===== src/rtl/add_arb_pkg.sv =====
// Shared definitions for the two-requester add arbiter: default widths,
// the output-slot state type and the requester identifier type.
package add_arb_pkg;

  localparam int WIDTH_DEF = 8;
  localparam int CNT_W_DEF = 8;

  // Output slot occupancy: EMPTY means res_valid=0, FULL means res_valid=1.
  typedef enum logic {
    EMPTY = 1'b0,
    FULL  = 1'b1
  } arb_state_t;

  // Identifies which requester produced a result or won a grant.
  typedef enum logic {
    REQ0 = 1'b0,
    REQ1 = 1'b1
  } req_id_t;

endpackage : add_arb_pkg


===== src/rtl/add_core.sv =====
// Purely combinational unsigned adder: {carry, sum} = a + b.
module add_core #(
  parameter int WIDTH = 8
) (
  input  logic [WIDTH-1:0] a,
  input  logic [WIDTH-1:0] b,
  output logic [WIDTH-1:0] sum,
  output logic             carry
);

  // Zero-extend both operands so the top bit of the result is the carry-out.
  always_comb begin
    {carry, sum} = {1'b0, a} + {1'b0, b};
  end

endmodule : add_core


===== src/rtl/add_arbiter.sv =====
// Two requesters share one adder. A round-robin grant is issued whenever the
// single-entry result slot is free (empty, or being drained this cycle); the
// granted pair's sum lands in the result register on the same edge.
module add_arbiter
  import add_arb_pkg::*;
#(
  parameter int WIDTH = WIDTH_DEF,
  parameter int CNT_W = CNT_W_DEF
) (
  input  logic             clk,
  input  logic             rst,
  input  logic             req0_valid,
  input  logic [WIDTH-1:0] req0_a,
  input  logic [WIDTH-1:0] req0_b,
  output logic             req0_ready,
  input  logic             req1_valid,
  input  logic [WIDTH-1:0] req1_a,
  input  logic [WIDTH-1:0] req1_b,
  output logic             req1_ready,
  output logic             res_valid,
  input  logic             res_ready,
  output logic [WIDTH-1:0] res_sum,
  output logic             res_carry,
  output logic             res_id,
  output logic [CNT_W-1:0] carry_cnt
);

  arb_state_t       state_q;
  arb_state_t       state_d;
  req_id_t          last_q;
  req_id_t          gnt_id;
  logic             slot_free;
  logic             grant0;
  logic             grant1;
  logic             grant;
  logic [WIDTH-1:0] op_a;
  logic [WIDTH-1:0] op_b;
  logic [WIDTH-1:0] add_sum;
  logic             add_carry;

  // Saturating increment: holds at all-ones instead of wrapping to zero.
  function automatic logic [CNT_W-1:0] sat_inc(input logic [CNT_W-1:0] c);
    if (&c) begin
      return c;
    end
    return c + CNT_W'(1);
  endfunction

  assign res_valid = (state_q == FULL);

  // Slot is free when nothing is held or the held result leaves this cycle;
  // grants are suppressed during reset so no pair is consumed then.
  always_comb begin
    slot_free = (state_q == EMPTY) || res_ready;
    grant0    = 1'b0;
    grant1    = 1'b0;
    if (!rst && slot_free) begin
      if (req0_valid && req1_valid) begin
        if (last_q == REQ1) begin
          grant0 = 1'b1;
        end else begin
          grant1 = 1'b1;
        end
      end else if (req0_valid) begin
        grant0 = 1'b1;
      end else if (req1_valid) begin
        grant1 = 1'b1;
      end
    end
    grant  = grant0 | grant1;
    gnt_id = grant1 ? REQ1 : REQ0;
    op_a   = grant1 ? req1_a : req0_a;
    op_b   = grant1 ? req1_b : req0_b;
  end

  assign req0_ready = grant0;
  assign req1_ready = grant1;

  add_core #(
    .WIDTH (WIDTH)
  ) u_add_core (
    .a     (op_a),
    .b     (op_b),
    .sum   (add_sum),
    .carry (add_carry)
  );

  // Slot FSM next state: fill on grant, drain on take without a refill.
  always_comb begin
    state_d = state_q;
    case (state_q)
      EMPTY: begin
        if (grant) begin
          state_d = FULL;
        end
      end
      FULL: begin
        if (res_ready && !grant) begin
          state_d = EMPTY;
        end
      end
      default: state_d = EMPTY;
    endcase
  end

  // Slot state and round-robin pointer; pointer moves only when a grant occurs.
  always_ff @(posedge clk or posedge rst) begin
    if (rst) begin
      state_q <= EMPTY;
      last_q  <= REQ1;
    end else begin
      state_q <= state_d;
      if (grant) begin
        last_q <= gnt_id;
      end
    end
  end

  // Result register and carry-event counter, loaded only on a grant.
  always_ff @(posedge clk or posedge rst) begin
    if (rst) begin
      res_sum   <= '0;
      res_carry <= 1'b0;
      res_id    <= 1'b0;
      carry_cnt <= '0;
    end else if (grant) begin
      res_sum   <= add_sum;
      res_carry <= add_carry;
      res_id    <= gnt_id;
      if (add_carry) begin
        carry_cnt <= sat_inc(carry_cnt);
      end
    end
  end

endmodule : add_arbiter


===== config.mk =====
export PLATFORM = sky130hd
export DESIGN_NAME = add_arbiter
export DESIGN_NICKNAME = d
export VERILOG_FILES = /design/src/rtl/add_arb_pkg.sv /design/src/rtl/add_core.sv /design/src/rtl/add_arbiter.sv
export SDC_FILE = /design/constraint.sdc
export NUM_CORES = 1
export LEC_CHECK = 0
export ABC_CLOCK_PERIOD_IN_PS = 3410
export CAP_MARGIN = 10
export CORE_MARGIN = 2
export CORE_UTILIZATION = 40
export CTS_BUF_LIST = sky130_fd_sc_hd__clkbuf_8
export DETAILED_ROUTE_END_ITERATION = 8
export GPL_ROUTABILITY_DRIVEN = 0
export HOLD_SLACK_MARGIN = 0.05
export PLACE_DENSITY = 0.75
export SKIP_LAST_GASP = 1
export SLEW_MARGIN = 10
export SYNTH_ARGS = -nofsm -noshare
export SYNTH_HDL_FRONTEND = slang
export SYNTH_SLANG_ARGS = --single-unit

===== constraint.sdc =====
create_clock -name clk -period 3.41 [get_ports clk]
set_clock_uncertainty 0.1 [all_clocks]
set_input_delay 0.682 -clock clk [delete_from_list [all_inputs] [get_ports clk]]
set_output_delay 0.682 -clock clk [all_outputs]
set_load 0.03 [all_outputs]

# Word level (Yosys, flattened, before mapping)
# Index checks and enable logic that the tools add are counted.
# op_classes
muxes,19
reduce_logical,8
eq_ne,1
n_bitwise,2
add_sub_neg,2
# op_table
cell,n
8-bit two-way mux,3
1-bit two-way mux,15
8-bit by 8-bit adder with 9-bit output,1
"8-bit by 1-bit adder with 8-bit output, second input constant",1
8-bit AND reduction,1
1-bit logical AND,3
3-bit AND reduction,1
1-bit logical NOT,2
"2-bit inequality test, second input constant",1
1-bit case mux with 2 select lines,1
1-bit logical OR,1
1-bit inverter,1
1-bit bitwise OR,1
# totals
out_inout_bits,21
inputBits,37
ff_bits,20
elab_cells,38

# Longest topological paths before layout
# logic_depth
depth_word,10
mapped_depth,12

# Hierarchy
# Synthesis repeated with hierarchy kept, for this count alone.
# hier_totals
hier_cells,134
area_unflattened_um2,1447.6
# by_module_without_submodules
mod,cells_per_inst,n_inst,area_per_inst_um2,seq_area_each_um2
add_arbiter,92,1,1123.6,501.7
add_core,42,1,324.1,0.0

# Worst setup path before layout
# OpenSTA, ideal clock, no wires.
# synth_path
kind,input -> register
start,input port res_ready
end,register carry_cnt[3]
setup_ns,0.128
path_slack_ns,-0.325
cell_stages,12
n_path_buf,1
t_arrival_ns,3.507
path_cell_list,nor2b_4 nor2_1 nand3_1 clkinv_1 buf_2 mux2_2 ha_1 fa_1 a211oi_1 o211ai_1 nand3_1 mux2_1
# synth_between
elab_chain_len,6
elab_cells_between_ends,9
cone_classes,add/sub (1); mux (4); bitwise (1); reduce/logical (3)
# synth_lines
element,line_no,text
start: declaration,add_arbiter.sv:21,"input logic res_ready,"
1-bit logical OR (*),add_arbiter.sv:54,slot_free = (state_q == EMPTY) || res_ready;
1-bit logical AND (*),add_arbiter.sv:57,if (!rst && slot_free) begin
1-bit two-way mux (*),add_arbiter.sv:57,
via req1_ready,add_arbiter.sv:19,"output logic req1_ready,"
8-bit two-way mux (on tied branches),"add_arbiter.sv:72, add_arbiter.sv:73",
8-bit by 8-bit adder with 9-bit output,add_core.sv:13,"{carry, sum} = {1'b0, a} + {1'b0, b};"
3-bit AND reduction (no source line) (*),n/a,
end signal: assignment,add_arbiter.sv:131,carry_cnt <= sat_inc(carry_cnt);
end: declaration,add_arbiter.sv:25,output logic [CNT_W-1:0] carry_cnt
# Mark *: on every way through the listed nets, which the timed path passes. The rest lies on a longest branch.
# A chain may end at the register's enable or synchronous reset.

# Worst setup path in the final report
# layout_path
start,input port res_ready
end,register carry_cnt[4]
# layout_between
elab_chain_len,6
elab_cells_between_ends,9
cone_classes,add/sub (1); mux (4); bitwise (1); reduce/logical (3)
# layout_lines
element,line_no
1-bit logical OR (*),add_arbiter.sv:54
1-bit logical AND (*),add_arbiter.sv:57
1-bit two-way mux,add_arbiter.sv:57
8-bit two-way mux (on tied branches),"add_arbiter.sv:72, add_arbiter.sv:73"
8-bit by 8-bit adder with 9-bit output,add_core.sv:13
3-bit AND reduction (no source line) (*),n/a
# Mark *: on every way between the ends. The rest lies on a longest branch, timed or not.

==> metrics.txt <==
Slew @ Worst Pin=0.7894 ns; CTS tree=built; Hold Fails Final Rpt=0; port bufs=between 50 and 60; drt wl/cell=14.96 µm; Starting DRT DRC Count=56; mapped cell area=between 1000 and 1500 µm²; # setup viols final=0; sequential area share after synthesis=34.57%; nets=280; DP Area=~2300 µm²; r2r endpoint=carry_cnt[4]; GRT overflow=0; Setup TNS=0 ns; WP data arrival=3.40 ns; clk slew on worst S/H paths=0.08 ns; syn_nets=192; slowest cell delay on critical path=0.50 ns; worst hold path endpoint=res_sum[1]; Finished Layout Cells=approximately 280; fmax=about 0.30 GHz; RSZ-0062 raised after global routing=yes; Avg Inst Size Synth=around 10 µm²; dominant synthesized flop cell=dfrtp_1; total power=approximately 0.0012 W; Req. time, crit path=around 3.5 ns; Post-synth EDFFs=0; H-tree Lvls=1; die area=4126 µm²; first-pass GRT wire length=between 6000 and 7000 µm; fraction of registers with async set/reset=100.0%; initial antenna violation count=0; FF-to-FF setup slack=0.49 ns; Detailed Route WL=between 4000 and 5000 µm; # IOs=58; n_diodes=0; core area=about 3400 µm²; Hold Crit Class=flip-flop to flip-flop; Final Instance Area=2404 µm²; worst vdd ir=443.2 µV; slowest CP cell=clkdlybuf4s50_1; critical path, cell by cell=clkdlybuf4s50_1 > nor2b_4 > nor2_4 > nand3_4 > inv_4 > mux2_2 > ha_2 > fa_2 > a211oi_2 > o211ai_1 > buf_4 > and3_2 > o22a_1; DRC=0; post-synthesis cell count=between 100 and 150; Post-Place Cells=around 270; cts bufs inserted=3; worst reg2reg path startpoint=res_valid; CTS root buffer=clkbuf_8; vias in the first global route=~1500; Filler Cell Count=267; depth of the worst hold-timing path=2; area of the multi-input gates=955.9 µm²; fin crit share=a little over nine tenths; Netlist cell types=between 40 and 50; Hold Buf Count CTS=0; FF-to-FF path depth=12; Ys Warns=0; Starting Density=a little over two fifths; number of max-cap violations=0; Vias=1431; worst-skew pair later-pin latency=about 0.26 ns; Startpoint Class=input port; vias per cell=5.147; largest net degree at the start of global routing=21; crit path time final=~3.4 ns; area grow syn2layout=65.60%; share of cells above drive strength 1=29.31%; DP HPWL=approximately 3100 µm; Die Ht=around 64 µm; status=finished clean; max-slew violations=0; critical hold path startpoint=res_sum[1]; row cnt=21; Yosys reg bits=20; Clock Tree Buf Depth=2; CP Class=input port to flip-flop; Critical Path End Type=flip-flop; worst hold slack=0.3811 ns; Die X=around 64 µm; Pre-antenna DRT Iters=6; P per Cell Area=514.0 nW/µm²; Post-DRT Antenna Nets=0; register area=approximately 500 µm²; Total GRT Usage=~21%; P_leak=1.073 nW; crit-path max FO=7; CTS sink cnt=20; Max-slew headroom=47.31%
[through the flow]
step	setup WS [ns]	util [%]
floorplan	0.02714	-
global placement	-0.3045	66.56
detailed placement	-0.4053	66.56
CTS	0.001084	69.08
global route	-0.02909	70.37
finish	0.05844	70.37
[layer usage]
layer / GRT usage, % / vias to the layer above / share of wire, % / routed length, µm
li1: - / 705 / - / -
met1: 26.61 / 657 / 44 / 1846
met2: 34.90 / 63 / 47 / 1948
met3: 3.873 / 6 / 7.3 / 303
met4: 5.585 / 0 / 1.4 / 60
met5: 0 / - / 0 / 0
[logic make-up (layout without fill, tap and decap cells)]
family	Yosys count	in the layout	synth area share [%]
multiplexers	20	20	15.60
adder cells (fa/ha/maj)	10	10	9.138
AND/OR/NAND/NOR	46	46	17.76
flip-flops	20	20	34.57
buffers and inverters	10	97	2.672
AO/OA/AOI/OAI	33	33	16.64
XOR/XNOR	6	6	3.621
[cells in the mapped netlist (2+ instances only)]
| master | count | share of area (%) |
|---|---|---|
| a211oi_1 | 2 | 1.0 |
| a21o_1 | 2 | 1.0 |
| a21oi_1 | 7 | 2.4 |
| a31oi_1 | 2 | 0.86 |
| and3_1 | 6 | 2.6 |
| and3_2 | 4 | 2.1 |
| clkbuf_1 | 2 | 0.52 |
| dfrtp_1 | 19 | 33 |
| ha_1 | 9 | 7.8 |
| inv_1 | 6 | 1.6 |
| mux2_2 | 16 | 12 |
| mux2i_1 | 2 | 1.4 |
| nand2_1 | 14 | 3.6 |
| nand2b_1 | 2 | 0.86 |
| nand3_1 | 5 | 1.7 |
| nand4_1 | 2 | 0.86 |
| nor2_1 | 6 | 1.6 |
| nor2b_1 | 2 | 0.86 |
| o211ai_1 | 3 | 1.6 |
| o21ai_0 | 7 | 2.4 |
| o22a_1 | 2 | 1.2 |
| xnor2_1 | 4 | 2.4 |
| xor2_1 | 2 | 1.2 |
[worst max-delay path by stage]
stage	from	end	slack (ns)	cells after the start
after floorplan	res_ready	carry_cnt[3]	0.03	12
final	res_ready	carry_cnt[4]	0.06	13
after detailed placement	res_ready	carry_cnt[3]	-0.41	12
after global routing	res_ready	res_sum[5]	-0.03	12
after CTS	res_ready	carry_cnt[3]	0.001	13
after global placement	res_ready	carry_cnt[3]	-0.30	12
[cell type report]
type	instances	area share, %
clock buffers	3	1.718
clock inverters	1	1.249
inverters	7	1.197
multi-input cells	115	39.77
flip-flops and latches	20	20.87
well taps	46	2.395
repair buffers	86	32.80
[report_power, final]
| group | leakage (nW) | internal, W | switching, W | total [W] |
|---|---|---|---|---|
| registers | 0.245 | 0.000304 | 0.0000597 | 0.000364 |
| logic | 0.792 | 0.000314 | 0.000317 | 0.000631 |
| clock network | 0.0357 | 0.000157 | 0.0000836 | 0.000240 |
| total | 1.07 | 0.000775 | 0.000460 | 0.00124 |
[worst max-delay path: cells and delay by family]
kind,cells,cell delay [ns]
adder cells (fa/ha/maj),2,0.56
AND/OR/NAND/NOR,4,0.47
multiplexers,1,0.34
buffers and inverters,3,0.77
AO/OA/AOI/OAI,3,0.57
[cells in the final DEF, fill, tap and decap left out, types with 2 or more instances in the layout]
cell             synthesis  layout
nand2_1                 14      14
nand4_1                  2       2
mux2_2                  16      16
nor2_1                   6       5
xor2_1                   2       2
nand2b_1                 2       2
and3_1                   6       6
and3_2                   4       4
clkbuf_8                 0       3
inv_1                    6       6
mux2i_1                  2       2
clkdlybuf4s50_1          0      57
o21ai_0                  7       6
mux2_4                   1       2
nor2b_1                  2       2
o211ai_1                 3       3
ha_1                     9       8
o22a_1                   2       2
a21o_1                   2       2
dfrtp_1                 19      19
xnor2_1                  4       4
a21oi_1                  7       7
nand3_1                  5       3
buf_4                    0      29
[sequential cells by signal (all words and copies together) (netlist names)]
signal     count
res_id         1
res_sum        8
res_valid      1
res_carry      1
carry_cnt      8
last_q         1
[repair_timing]
item                       in CTS  in global routing
resized for setup               0                  9
buffers inserted                2                  1
pin swaps                       2                  4
setup endpoints to repair       7                  8
No activity file was read; power rests on OpenSTA's default activity.
